**src/rtl/race_ctrl_if.sv**
```systemverilog
// Signal bundle between the race sequencer and its board-side neighbours:
// raw buttons, 1 Hz tick and BCD time in; counter controls and results out.
interface race_ctrl_if;
    logic       start_btn;
    logic       p1_btn;
    logic       p2_btn;
    logic       tick;
    logic [3:0] time_ones;
    logic [3:0] time_tens;
    logic       count_enable;
    logic       count_clear;
    logic [3:0] countdown_val;
    logic [1:0] state;
    logic [1:0] winner;
    logic [3:0] result_ones;
    logic [3:0] result_tens;
    logic       result_valid;

    modport master (
        output start_btn, p1_btn, p2_btn, tick, time_ones, time_tens,
        input  count_enable, count_clear, countdown_val, state,
        input  winner, result_ones, result_tens, result_valid
    );

    modport slave (
        input  start_btn, p1_btn, p2_btn, tick, time_ones, time_tens,
        output count_enable, count_clear, countdown_val, state,
        output winner, result_ones, result_tens, result_valid
    );
endinterface

```
**src/rtl/race_ctrl.sv**
```systemverilog
// Race sequencer: countdown, race gating of the BCD time counter,
// finish detection and latching of winner and final time.
module race_ctrl #(
    parameter logic [3:0] COUNTDOWN_START = 4'd3
) (
    input logic        clock,
    input logic        reset,
    race_ctrl_if.slave bus
);
    typedef enum logic [1:0] {
        IDLE      = 2'd0,
        COUNTDOWN = 2'd1,
        RUNNING   = 2'd2,
        FINISHED  = 2'd3
    } state_t;

    state_t     state_q, state_d;
    logic [2:0] start_sync, p1_sync, p2_sync;
    logic       start_edge, p1_edge, p2_edge;
    logic       any_player, timeout;
    logic [3:0] cnt_q, cnt_d;
    logic [1:0] winner_q, winner_d;
    logic [3:0] ones_q, ones_d;
    logic [3:0] tens_q, tens_d;

    // bit0/bit1 form the synchroniser, bit2 delays for edge detection
    always_ff @(posedge clock or posedge reset) begin
        if (reset) begin
            start_sync <= 3'b000;
            p1_sync    <= 3'b000;
            p2_sync    <= 3'b000;
        end else begin
            start_sync <= {start_sync[1:0], bus.start_btn};
            p1_sync    <= {p1_sync[1:0], bus.p1_btn};
            p2_sync    <= {p2_sync[1:0], bus.p2_btn};
        end
    end

    assign start_edge = start_sync[1] & ~start_sync[2];
    assign p1_edge    = p1_sync[1] & ~p1_sync[2];
    assign p2_edge    = p2_sync[1] & ~p2_sync[2];
    assign any_player = p1_edge | p2_edge;
    assign timeout    = (bus.time_tens == 4'd9) && (bus.time_ones == 4'd9);

    always_ff @(posedge clock or posedge reset) begin
        if (reset) begin
            state_q  <= IDLE;
            cnt_q    <= 4'd0;
            winner_q <= 2'b00;
            ones_q   <= 4'd0;
            tens_q   <= 4'd0;
        end else begin
            state_q  <= state_d;
            cnt_q    <= cnt_d;
            winner_q <= winner_d;
            ones_q   <= ones_d;
            tens_q   <= tens_d;
        end
    end

    always_comb begin
        state_d  = state_q;
        cnt_d    = cnt_q;
        winner_d = winner_q;
        ones_d   = ones_q;
        tens_d   = tens_q;
        unique case (state_q)
            IDLE: begin
                if (start_edge) begin
                    state_d = COUNTDOWN;
                    cnt_d   = COUNTDOWN_START;
                end
            end
            COUNTDOWN: begin
                if (start_edge) begin
                    state_d = IDLE;
                    cnt_d   = 4'd0;
                end else if (any_player) begin
                    // false start: the other player takes the win
                    state_d  = FINISHED;
                    cnt_d    = 4'd0;
                    winner_d = {p1_edge & ~p2_edge, p2_edge & ~p1_edge};
                    ones_d   = 4'd0;
                    tens_d   = 4'd0;
                end else if (bus.tick) begin
                    if (cnt_q == 4'd1) begin
                        state_d = RUNNING;
                        cnt_d   = 4'd0;
                    end else begin
                        cnt_d = cnt_q - 4'd1;
                    end
                end
            end
            RUNNING: begin
                if (start_edge) begin
                    state_d = IDLE;
                end else if (any_player) begin
                    state_d  = FINISHED;
                    winner_d = {p2_edge, p1_edge};
                    ones_d   = bus.time_ones;
                    tens_d   = bus.time_tens;
                end else if (timeout) begin
                    state_d  = FINISHED;
                    winner_d = 2'b00;
                    ones_d   = 4'd9;
                    tens_d   = 4'd9;
                end
            end
            FINISHED: begin
                if (start_edge) begin
                    state_d  = IDLE;
                    winner_d = 2'b00;
                    ones_d   = 4'd0;
                    tens_d   = 4'd0;
                end
            end
            default: state_d = IDLE;
        endcase
    end

    always_comb begin
        bus.count_enable  = (state_q == RUNNING);
        bus.count_clear   = (state_q == IDLE);
        bus.result_valid  = (state_q == FINISHED);
        bus.state         = state_q;
        bus.countdown_val = cnt_q;
        bus.winner        = winner_q;
        bus.result_ones   = ones_q;
        bus.result_tens   = tens_q;
    end
endmodule

```
**src/flat_wrapper.sv**
```systemverilog
// flat-port wrapper written by rule: the top's interface ports become plain ports
module race_ctrl_flat 
#(
    parameter logic [3:0] COUNTDOWN_START = 4'd3
)
  (clock, reset, bus_start_btn, bus_p1_btn, bus_p2_btn, bus_tick, bus_time_ones, bus_time_tens, bus_count_enable, bus_count_clear, bus_countdown_val, bus_state, bus_winner, bus_result_ones, bus_result_tens, bus_result_valid);
  race_ctrl_if bus_i ();
  input logic clock;
  input logic reset;
  input wire logic [$bits(bus_i.start_btn)-1:0] bus_start_btn;
  input wire logic [$bits(bus_i.p1_btn)-1:0] bus_p1_btn;
  input wire logic [$bits(bus_i.p2_btn)-1:0] bus_p2_btn;
  input wire logic [$bits(bus_i.tick)-1:0] bus_tick;
  input wire logic [$bits(bus_i.time_ones)-1:0] bus_time_ones;
  input wire logic [$bits(bus_i.time_tens)-1:0] bus_time_tens;
  output wire logic [$bits(bus_i.count_enable)-1:0] bus_count_enable;
  output wire logic [$bits(bus_i.count_clear)-1:0] bus_count_clear;
  output wire logic [$bits(bus_i.countdown_val)-1:0] bus_countdown_val;
  output wire logic [$bits(bus_i.state)-1:0] bus_state;
  output wire logic [$bits(bus_i.winner)-1:0] bus_winner;
  output wire logic [$bits(bus_i.result_ones)-1:0] bus_result_ones;
  output wire logic [$bits(bus_i.result_tens)-1:0] bus_result_tens;
  output wire logic [$bits(bus_i.result_valid)-1:0] bus_result_valid;
  assign bus_i.start_btn = bus_start_btn;
  assign bus_i.p1_btn = bus_p1_btn;
  assign bus_i.p2_btn = bus_p2_btn;
  assign bus_i.tick = bus_tick;
  assign bus_i.time_ones = bus_time_ones;
  assign bus_i.time_tens = bus_time_tens;
  assign bus_count_enable = bus_i.count_enable;
  assign bus_count_clear = bus_i.count_clear;
  assign bus_countdown_val = bus_i.countdown_val;
  assign bus_state = bus_i.state;
  assign bus_winner = bus_i.winner;
  assign bus_result_ones = bus_i.result_ones;
  assign bus_result_tens = bus_i.result_tens;
  assign bus_result_valid = bus_i.result_valid;
  race_ctrl #(.COUNTDOWN_START(COUNTDOWN_START)) u_core (.clock(clock), .reset(reset), .bus(bus_i));
endmodule
```
**config.mk**
```make
export PLATFORM = sky130hd
export DESIGN_NAME = race_ctrl_flat
export DESIGN_NICKNAME = d
export VERILOG_FILES = /design/src/rtl/race_ctrl_if.sv /design/src/rtl/race_ctrl.sv /design/src/flat_wrapper.sv
export SDC_FILE = /design/constraint.sdc
export NUM_CORES = 1
export LEC_CHECK = 0
export CAP_MARGIN = 5
export CORE_MARGIN = 5
export CORE_UTILIZATION = 40
export CTS_CLUSTER_SIZE = 8
export DETAILED_ROUTE_END_ITERATION = 6
export PLACE_DENSITY_LB_ADDON = 0.08
export SLEW_MARGIN = 5
export SYNTH_ARGS = -nofsm -noshare
export SYNTH_HDL_FRONTEND = slang
export SYNTH_SLANG_ARGS = --single-unit
```
**constraint.sdc**
```tcl
create_clock -name clock -period 1.5 [get_ports clock]
set_input_delay 0.225 -clock clock [delete_from_list [all_inputs] [get_ports clock]]
set_output_delay 0.225 -clock clock [all_outputs]
set_load 0.03 [all_outputs]
```
==> metrics, run 1 <==
initial antenna violation count=0; Placed Cells=185; Ys Warns=0; pin count of the biggest net entering global routing=26; critical-path maximum fanout=5; FF-to-FF End=u_core.bus.countdown_val[2]; hpwl dp=2120 µm; synthesis-to-finish area growth=43.4%; synthesized area=0.00118 mm²; Starting Density=0.422; clock latency at the later pin of the worst-skew pair=roughly 0.33 ns; Yosys top cell by area=dfrtp_1; met3 wire len=118 µm; CTS sink count=25; #FFs+latches synth=25; Post-synth ARST share=1.00; GRT Overall Usage=0.140; Max IR drop VDD=approximately 0.76 mV; Final ANT Viol Nets=0; Core Box Area=0.00281 mm²; crit share post-route=0.960; DRT Pass-1 Iters=4; top cells by count, synth=25 x dfrtp_1, 10 x a21oi_1, 7 x nand3_1, 7 x o21ai_0; P_leak=0.000792 µW; layout cell share with drive strength beyond 1=0.314; Unique masters post-synth=36; ys flop type=dfrtp_1; clock-pin slew on the worst setup and hold paths=0.14 ns; clk_skew=0.00227 ns; fmax=around 0.69 GHz; Clock Tree Root=clkbuf_4; PortBufs=32; wl on met1=1250 µm; final slew viol count=0; CTS tree=built; number of synthesized flops with an enable pin=0; total congestion overflow=0; CP endpoint kind=primary output; syn avg cell area=11.0 µm²; Die ar.=0.00415 mm²; # fillers=between 200 and 300; Setup violations, final=0; Die Ht=64.4 µm; row count=19; syn_nets=124; Slew @ Worst Pin=0.315 ns; largest cells by area after synthesis=dfrtp_1 53%, a21oi_1 4.2%, a32o_1 3.4%; R2R setup slack=0.07 ns; hold crit path type=primary input to asynchronous set/reset pin; first-pass GRT wire length=4580 µm; Worst Setup Start Kind=register; Final Non-Filler Cells=between 150 and 200; IO Count=33; Place WS=-0.409 ns; register area share after synthesis=0.529; Worst EP required=1.27 ns; Vias/cell=5.34; DR vias=1,015; wire per inst=14.8 µm; max layer used=met3; Layout Nets=about 180; DRT Wirelength=2800 µm; FF-to-FF Start=u_core.start_sync[1]; # hold bufs at CTS=0; H-tree depth=1; Setup WS post-layout=0.0594 ns; Crit Path Category=register to primary output; Met2 Wirelength=1430 µm; total inserted antenna cells=0; Cells after Synth=~110; Die W=roughly 64 µm; Pwr Density=1750 mW/mm²; Fin. Hold Viols=0; DRT iter0 DRCs=31; vias in the first global route=1,001; gpl congestion=0.796; CTS max path bufs=2; Worst EP arrival=1.22 ns; R2R depth=5; max cap viols=0; drt drc=0; Slew HR=0.789; total CTS buffers=3; status=finished, final reports clean; Final Critical Period=between 1 and 1.5 ns; area fraction of the dominant cell type after synthesis=0.529; most frequent cell after synthesis=dfrtp_1
## sequential cells by signal, indices dropped and copies added (netlist names)
signal,flops
u_core.bus.countdown_val,4
u_core.bus.result_ones,4
u_core.bus.result_tens,4
u_core.p1_sync,3
u_core.p2_sync,3
u_core.start_sync,3
u_core.bus.state,2
u_core.bus.winner,2
## metal layers
layer	vias to the layer above	track usage
met2	22	0.237
met4	0	0.0290
met3	0	0.0420
li1	495	-
met1	498	0.178
met5	-	0
## where the power goes
| part | leakage [µW] | internal [µW] | switching (µW) |
|---|---|---|---|
| logic | 0.000467 | 655 | 957 |
| registers | 0.000307 | 875 | 160 |
| clock network | 0.0000183 | 109 | 218 |
## worst max-delay path: stages, from the launching register on
cell and delay (ns):
dfrtp_2 0.45, and2b_4 0.29, buf_6 0.14
## layout make-up
class	count	area (µm²)	share of cell area
sequential	25	628	0.370
multi-input combinational	73	534	0.315
timing repair buffer	52	447	0.263
tap	31	38.8	0.0228
clock buffer	3	22.5	0.0133
inverter	5	18.8	0.0111
clock inverter	1	8.76	0.00516
## metrics by stage
stage / util / setup TNS [ns] / instance area (µm²) / total power [µW] / hold WS, ns
after floorplan: - / -0.677 / 1190 / 2050 / 0.252
after global placement: 0.583 / -3.04 / 1640 / 2700 / 0.332
after detailed placement: 0.583 / -4.10 / 1640 / 2730 / 0.342
after CTS: 0.591 / 0 / 1660 / 2940 / 0.219
after global routing: 0.605 / -0.00222 / 1700 / 3190 / 0.231
final: 0.605 / 0 / 1700 / 2970 / 0.225
## cell usage in the layout, fill, tap and decap left out, types with 2 or more instances in the layout
master,synthesis,final
nand2_1,5,5
clkbuf_4,1,3
a21oi_1,10,10
nand2b_1,2,2
or3_1,2,2
o21ai_0,7,7
nand3_1,7,6
nand4_1,2,2
a32o_1,4,4
dfrtp_1,25,23
nor2b_4,1,2
a31o_2,2,2
buf_4,0,22
ha_1,2,2
clkdlybuf4s50_1,0,13
nor2_1,4,4
dfrtp_2,0,2
o311ai_2,0,2
inv_1,5,5
nor3_1,4,4
dlygate4sd2_1,0,16
## repair_timing
| action | 4_1_cts | 5_1_grt |
|---|---|---|
| buffers inserted | 0 | 1 |
| gates resized for setup | 19 | 7 |
| endpoints found under the setup margin | 28 | 12 |
| pin swaps | 0 | 3 |
## how the worst max path moves through the flow
| stage | start | endpoint | slack, ns | cells after the start |
|---|---|---|---|---|
| after global placement | bus_time_tens[2] | u_core.bus.result_tens[1] | -0.30 | 5 |
| after CTS | u_core.start_sync[1] | u_core.bus.countdown_val[3] | 0.0008 | 5 |
| after floorplan | u_core.bus.state[0] | u_core.bus.result_ones[1] | -0.12 | 5 |
| after global routing | u_core.start_sync[1] | u_core.bus.countdown_val[2] | -0.002 | 5 |
| final | u_core.bus.state[0] | bus_count_enable | 0.06 | 2 |
| after detailed placement | bus_time_tens[2] | u_core.bus.result_tens[1] | -0.41 | 5 |
## cells by family (layout without fill, tap and decap cells)
family / count (synthesis) / in the layout / synth area share
compound gates: 30 / 30 / 0.177
fa+ha+maj: 2 / 2 / 0.0211
buf+inv: 10 / 61 / 0.0592
flops: 25 / 25 / 0.529
simple gates: 41 / 41 / 0.215
Power figures use the tool's default switching activity.
==> run 2, diff against run 1 <==
--- a/config.mk
+++ b/config.mk
@@ -8,9 +8,12 @@
 export CAP_MARGIN = 5
 export CORE_MARGIN = 5
 export CORE_UTILIZATION = 40
+export CTS_BUF_LIST = sky130_fd_sc_hd__clkbuf_8 sky130_fd_sc_hd__clkbuf_16
 export CTS_CLUSTER_SIZE = 8
 export DETAILED_ROUTE_END_ITERATION = 6
+export MAX_ROUTING_LAYER = met4
 export PLACE_DENSITY_LB_ADDON = 0.08
+export RECOVER_POWER = 25
 export SLEW_MARGIN = 5
 export SYNTH_ARGS = -nofsm -noshare
 export SYNTH_HDL_FRONTEND = slang
==> run 2 against run 1 <==
  * Hold slack improved by 0.12 ns
  * Final cell count unchanged
  * Critical path depth increased by 3
  * Via count grew 1.9%
==> metrics, run 2 (synthesis gave the netlist of run 1 again) <==
Max stage delay on crit path=0.43 ns (was 0.45 ns); total congestion overflow=0 (unchanged); wire per inst=14.6 µm (was 14.8 µm); row count=19 (unchanged); Setup WS post-layout=0.0420 ns (was 0.0594 ns); Clock Tree Root=clkbuf_8 (was clkbuf_4); Slew @ Worst Pin=0.613 ns (was 0.315 ns); gpl congestion=0.808 (was 0.796); Worst EP arrival=1.62 ns (was 1.22 ns); fmax=0.686 GHz (was 0.694 GHz); clock latency at the later pin of the worst-skew pair=0.27 ns (was 0.33 ns); final slew viol count=0 (unchanged); CP endpoint kind=register (was primary output); clock-pin slew on the worst setup and hold paths=0.09 ns (was 0.14 ns); IO Count=33 (unchanged); Layout Nets=176 (unchanged); Starting Density=0.422 (unchanged); crit-path cells=clkdlybuf4s50_1 -> nor4b_2 -> a211oi_2 -> or2_4 -> a32o_1 (was and2b_4 -> buf_6); Die W=64.4 µm (unchanged); Setup violations, final=0 (unchanged); Die ar.=0.00415 mm² (unchanged); Fin. Hold Viols=0 (unchanged); Crit Path Category=primary input to register (was register to primary output); Pwr Density=1780 mW/mm² (was 1750 mW/mm²); CTS sink count=25 (unchanged); RSZ-0062 raised after global routing=no; DRT Wirelength=2780 µm (was 2800 µm); Max IR drop VDD=0.769 mV (was 0.764 mV); DR vias=1,034 (was 1,015); DRT iter0 DRCs=32 (was 31); first-pass GRT wire length=4650 µm (was 4580 µm); H-tree depth=1 (unchanged); PortBufs=32 (unchanged); Pwr Total=3050 µW (was 2970 µW); R2R setup slack=0.07 ns (about the same); Place WS=-0.409 ns (unchanged); # hold bufs at CTS=0 (unchanged); synthesis-to-finish area growth=45.0% (was 43.4%); Final Critical Period=1.46 ns (was 1.44 ns); CTS max path bufs=2 (unchanged); layout cell share with drive strength beyond 1=0.321 (was 0.314); Vias/cell=5.44 (was 5.34); DRT Pass-1 Iters=4 (unchanged); clk_skew=0.00375 ns (was 0.00227 ns); Slew HR=0.591 (was 0.789); area post-placement=0.00164 mm² (unchanged); hpwl dp=2120 µm (unchanged); Crit-path slowest cell=clkdlybuf4s50_1 (was dfrtp_2); status=finished, final reports clean (unchanged); GRT Overall Usage=0.147 (was 0.140); Worst Setup Start Kind=primary input (was register); final core occ=0.612 (was 0.605); Die Ht=64.4 µm (unchanged); crit share post-route=0.972 (was 0.960); critical-path maximum fanout=7 (was 5); Final ANT Viol Nets=0 (unchanged); Core Box Area=0.00281 mm² (unchanged); # fillers=248 (was 251); total inserted antenna cells=0 (unchanged); max cap viols=0 (unchanged); commonest non-fill, non-tap cell in the layout=dfrtp_1 (unchanged); P_leak=0.000807 µW (was 0.000792 µW); Worst EP required=1.67 ns (was 1.27 ns); vias in the first global route=1,029 (was 1,001); total CTS buffers=3 (unchanged); hold crit path type=primary input to register (was primary input to asynchronous set/reset pin); initial antenna violation count=0 (unchanged); final instance area=0.00172 mm² (was 0.00170 mm²); most frequent cells in the layout=23 x dfrtp_1, 22 x buf_4, 16 x dlygate4sd2_1, 10 x a21oi_1, 8 x clkdlybuf4s50_1 (was 23 x dfrtp_1, 22 x buf_4, 16 x dlygate4sd2_1, 13 x clkdlybuf4s50_1, 10 x a21oi_1); pin count of the biggest net entering global routing=26 (unchanged); drt drc=0 (unchanged); CTS tree=built (unchanged)
run 2: cell types whose count changed in the layout (fill, tap and decap cells not counted), moves of 3 or more:
cell             change
clkdlybuf4s50_1      -5
dlygate4sd3_1        +4
clkbuf_8             +3
clkbuf_4             -3
run 2: path summary, 6_finish.rpt:
check,cells past startpoint,endpoint,from
worst max-delay path,5,u_core.bus.result_tens[1],bus_time_tens[1]
worst min-delay path,3,u_core.bus.result_ones[2],bus_time_ones[2]
worst max register to register,5,u_core.bus.countdown_val[2],u_core.start_sync[1]
worst min register to register,0,u_core.start_sync[1],u_core.start_sync[0]
max in group asynchronous,3,u_core.bus.state[1],reset
min in group asynchronous,3,u_core.p1_sync[0],reset
run 2: worst max-delay path, delay by kind of cell:
kind	cells	cell delay (ns)
compound gates	2	0.38
simple gates	2	0.58
buf+inv	1	0.43
run 2: routing by layer:
metal / share of wire / track usage / vias to the layer above
met5: 0 / - / -
met4: 0.015 / 0.0501 / 0
met3: 0.043 / 0.0385 / 6
met2: 0.50 / 0.233 / 25
met1: 0.44 / 0.181 / 511
li1: - / - / 492
run 2: area by class of cell:
class	count	area, µm²	share of cell area
clock buffer	3	41.3	0.0241
clock inverter	1	8.76	0.00510
inverter	5	18.8	0.0109
multi-input combinational	73	538	0.313
sequential	25	628	0.366
tap	31	38.8	0.0226
timing repair buffer	52	443	0.258
run 2: stage by stage:
stage          hold WS (ns)  cells  TNS [ns]
3_5_place_dp          0.342    185     -4.10
4_1_cts               0.305    189         0
5_1_grt               0.336    190         0
3_3_place_gp          0.332    185     -3.04
2_1_floorplan         0.252    108    -0.677
6_report              0.340    190         0
run 2: what timing repair did:
item	4_1_cts	5_1_grt
endpoints found under the hold margin	0	0
gates resized for setup	19	7
buffers inserted	0	1
endpoints found under the setup margin	27	13
pin swaps	0	5
run 2: power breakdown:
| group | total, µW | leakage, µW | internal (µW) | switching, µW |
|---|---|---|---|---|
| Combinational | 1600 | 0.000474 | 644 | 953 |
| Sequential | 1040 | 0.000307 | 877 | 161 |
| Clock | 415 | 0.0000261 | 195 | 220 |
==> RTL change, RTL diff (flow settings as in run 2) <==
Make the reset (`reset`) synchronous in 2 clocked blocks.
--- a/src/rtl/race_ctrl.sv
+++ b/src/rtl/race_ctrl.sv
@@ -25,5 +25,5 @@
 
     // bit0/bit1 form the synchroniser, bit2 delays for edge detection
-    always_ff @(posedge clock or posedge reset) begin
+    always_ff @(posedge clock) begin
         if (reset) begin
             start_sync <= 3'b000;
@@ -43,5 +43,5 @@
     assign timeout    = (bus.time_tens == 4'd9) && (bus.time_ones == 4'd9);
 
-    always_ff @(posedge clock or posedge reset) begin
+    always_ff @(posedge clock) begin
         if (reset) begin
             state_q  <= IDLE;
Behaviour: differs if reset is asserted again (counterexample within 4 cycles, from zero or initial values and one cycle with reset high); with reset held inactive, the same outputs for 10 cycles.
==> RTL change against run 2 <==
  * The flow now finishes with violations (negative setup slack)
  * Critical path depth grew 3
  * Via count grew 22%
  * Critical path type is now flip-flop to flip-flop
  * Design area is 12% higher
  * Setup slack got worse by 0.10 ns
  * Cell count grew 16%
  * Sequential cell count stayed put
  * Routed wire length up 33%
  * Maximum frequency decreased by 6.5%
  * Synthesized area fell by 1.6%
  * Die area decreased by 1.3%
Power is not compared: it rests on default switching activity, and its combinational part moved more than twofold at a synthesized area within 25%.
==> RTL change: results (changes against run 2) <==
share of flip-flops with an asynchronous set or reset 0 (was 1.00); sequential element share of the synthesized area 0.430 (was 0.529); Top Family by Delay on Critical Path compound AO/OA/AOI/OAI gates (was simple AND/OR/NAND/NOR gates); vias in the first global route 1210 (was 1029); maximum number of pins on one net before global-route repair 26 (unchanged); met1 capacity usage during global routing 0.221 (was 0.181); worst setup slack after layout -0.0595 ns (was 0.0420 ns); clock-pin slew reported for the worst setup and hold paths after clock tree synthesis 0.09 ns (about the same); Worst Hold Margin 0.267 ns (was 0.340 ns); Yosys warnings 0 (unchanged); global-route wire length before repair 5600 um (was 4650 um); Worst Hold Class input pin to flip-flop (unchanged); Setup TNS Final -0.184 ns (was 0 ns); number of DRC markers in iteration 0 104 (was 32); depth of the most critical reg-to-reg path 8 (was 5); highest-delay cell along the critical path dfxtp_4 (was clkdlybuf4s50_1); fin cells 221 (was 190); run status finished, violations left (was completed); Synthesized Nets 147 (was 124); share of layout cells above drive strength 1 0.368 (was 0.321); number of placed instances, taps included 208 (was 185); Worst Path Arrival 1.75 ns (was 1.62 ns); maximum ir drop on the vdd rail 0.826 mV; final setup fails 5 (was 0); critical path's largest stage delay 0.36 ns (was 0.43 ns); met2 layer usage reported by global route 0.271 (was 0.233); via density per instance 5.72 (was 5.44); top area cells in the synthesized netlist dfxtp_1 43%, nor2b_1 7.0%, a21oi_1 5.2% (was dfrtp_1 53%, a21oi_1 4.2%, a32o_1 3.4%); worst skew pair latency 0.28 ns; violated checks negative setup slack; routed len/inst 16.7 um (was 14.6 um); Fill cells 225 (was 248); met3 Usage GRT 0.0350 (was 0.0385); synthesized area divided by synthesized cell count 8.89 um2 (was 11.0 um2); global placement routability congestion 0.852 (was 0.808); Global Route Usage Sum 0.173 (was 0.147); most common library cells after synthesis 25 x dfxtp_1, 13 x nor2b_1, 12 x a21oi_1 (was 25 x dfrtp_1, 10 x a21oi_1, 7 x nand3_1, 7 x o21ai_0); clock tree skew after final layout 0.00637 ns (was 0.00375 ns); maximum fanout encountered on the critical timing path 3 (was 7); sum of net half-perimeters after detailed placement 2330 um (was 2120 um); number of distinct library cells after synthesis 35 (was 36); Worst slew margin 0.760 (was 0.591)
## RTL change: cell count changes after synthesis, moves of 4 or more
| cell | before | now |
|---|---|---|
| nor3_1 | 4 | 9 |
| o221ai_1 | 0 | 4 |
| dfxtp_1 | 0 | 25 |
| nor2b_1 | 2 | 13 |
| o211ai_1 | 0 | 5 |
| nand2b_1 | 2 | 7 |
| a32o_1 | 4 | 0 |
| dfrtp_1 | 25 | 0 |
| o21ai_0 | 7 | 1 |
| nor2_1 | 4 | 8 |
## RTL change: where the power goes
group          leakage (nW)  total [mW]  internal [mW]  switching [mW]
sequential            0.208       0.743          0.705          0.0374
clock                0.0217       0.418          0.189           0.229
combinational         0.564       0.602          0.268           0.334
total                 0.793        1.76           1.16           0.600
## RTL change: logic make-up after synthesis
logic type | synth area share
and+or+nand+nor | 0.279
AOI/OAI and AO/OA | 0.233
DFF | 0.430
buffers and inverters | 0.0365
adders and majority gates | 0.0215
## RTL change: repair_timing
item / 4_1_cts / 5_1_grt
setup endpoints to repair: 32 / 16
pin swaps: 10 / 9
resized for setup: 37 / 25
cloned: 1 / 2
buffers inserted: 1 / 6
## RTL change: routing by layer
layer | wire [um] | vias to the layer above
met2 | 1700 | 46
met4 | 107 | 0
met5 | 0 | -
li1 | - | 614
met1 | 1690 | 594
met3 | 195 | 10
## RTL change: worst paths after layout
kind | to | start
setup reg to reg | u_core.bus.state[1]$_SDFFE_PP0P_ | u_core.bus.countdown_val[1]$_SDFFE_PP0P_
setup / recovery | u_core.bus.state[1]$_SDFFE_PP0P_ | u_core.bus.countdown_val[1]$_SDFFE_PP0P_
hold reg to reg | u_core.p1_sync[1]$_SDFF_PP0_ | u_core.p1_sync[0]$_SDFF_PP0_
hold / removal | u_core.bus.result_tens[2]$_SDFFE_PP0P_ | bus_time_tens[2]
## RTL change: layout make-up
| cell class | count | share of cell area |
|---|---|---|
| clock buffers | 3 | 0.0215 |
| clock inverters | 1 | 0.00390 |
| inverters | 3 | 0.00976 |
| multi-input cells | 98 | 0.410 |
| flip-flops and latches | 25 | 0.270 |
| well taps | 31 | 0.0202 |
| repair buffers | 60 | 0.265 |
## RTL change: per-stage QoR
stage	instance area, um2	setup WS, ns
finish	1920	-0.0595
global route	1920	-0.134
CTS	1800	-0.0228
detailed placement	1700	-0.510
global placement	1700	-0.451
floorplan	1220	-0.0279
## RTL change: worst min-delay path, cell delays in order
cell      delay (ns)
clkbuf_2        0.11
o211ai_1        0.09
a21oi_1         0.07
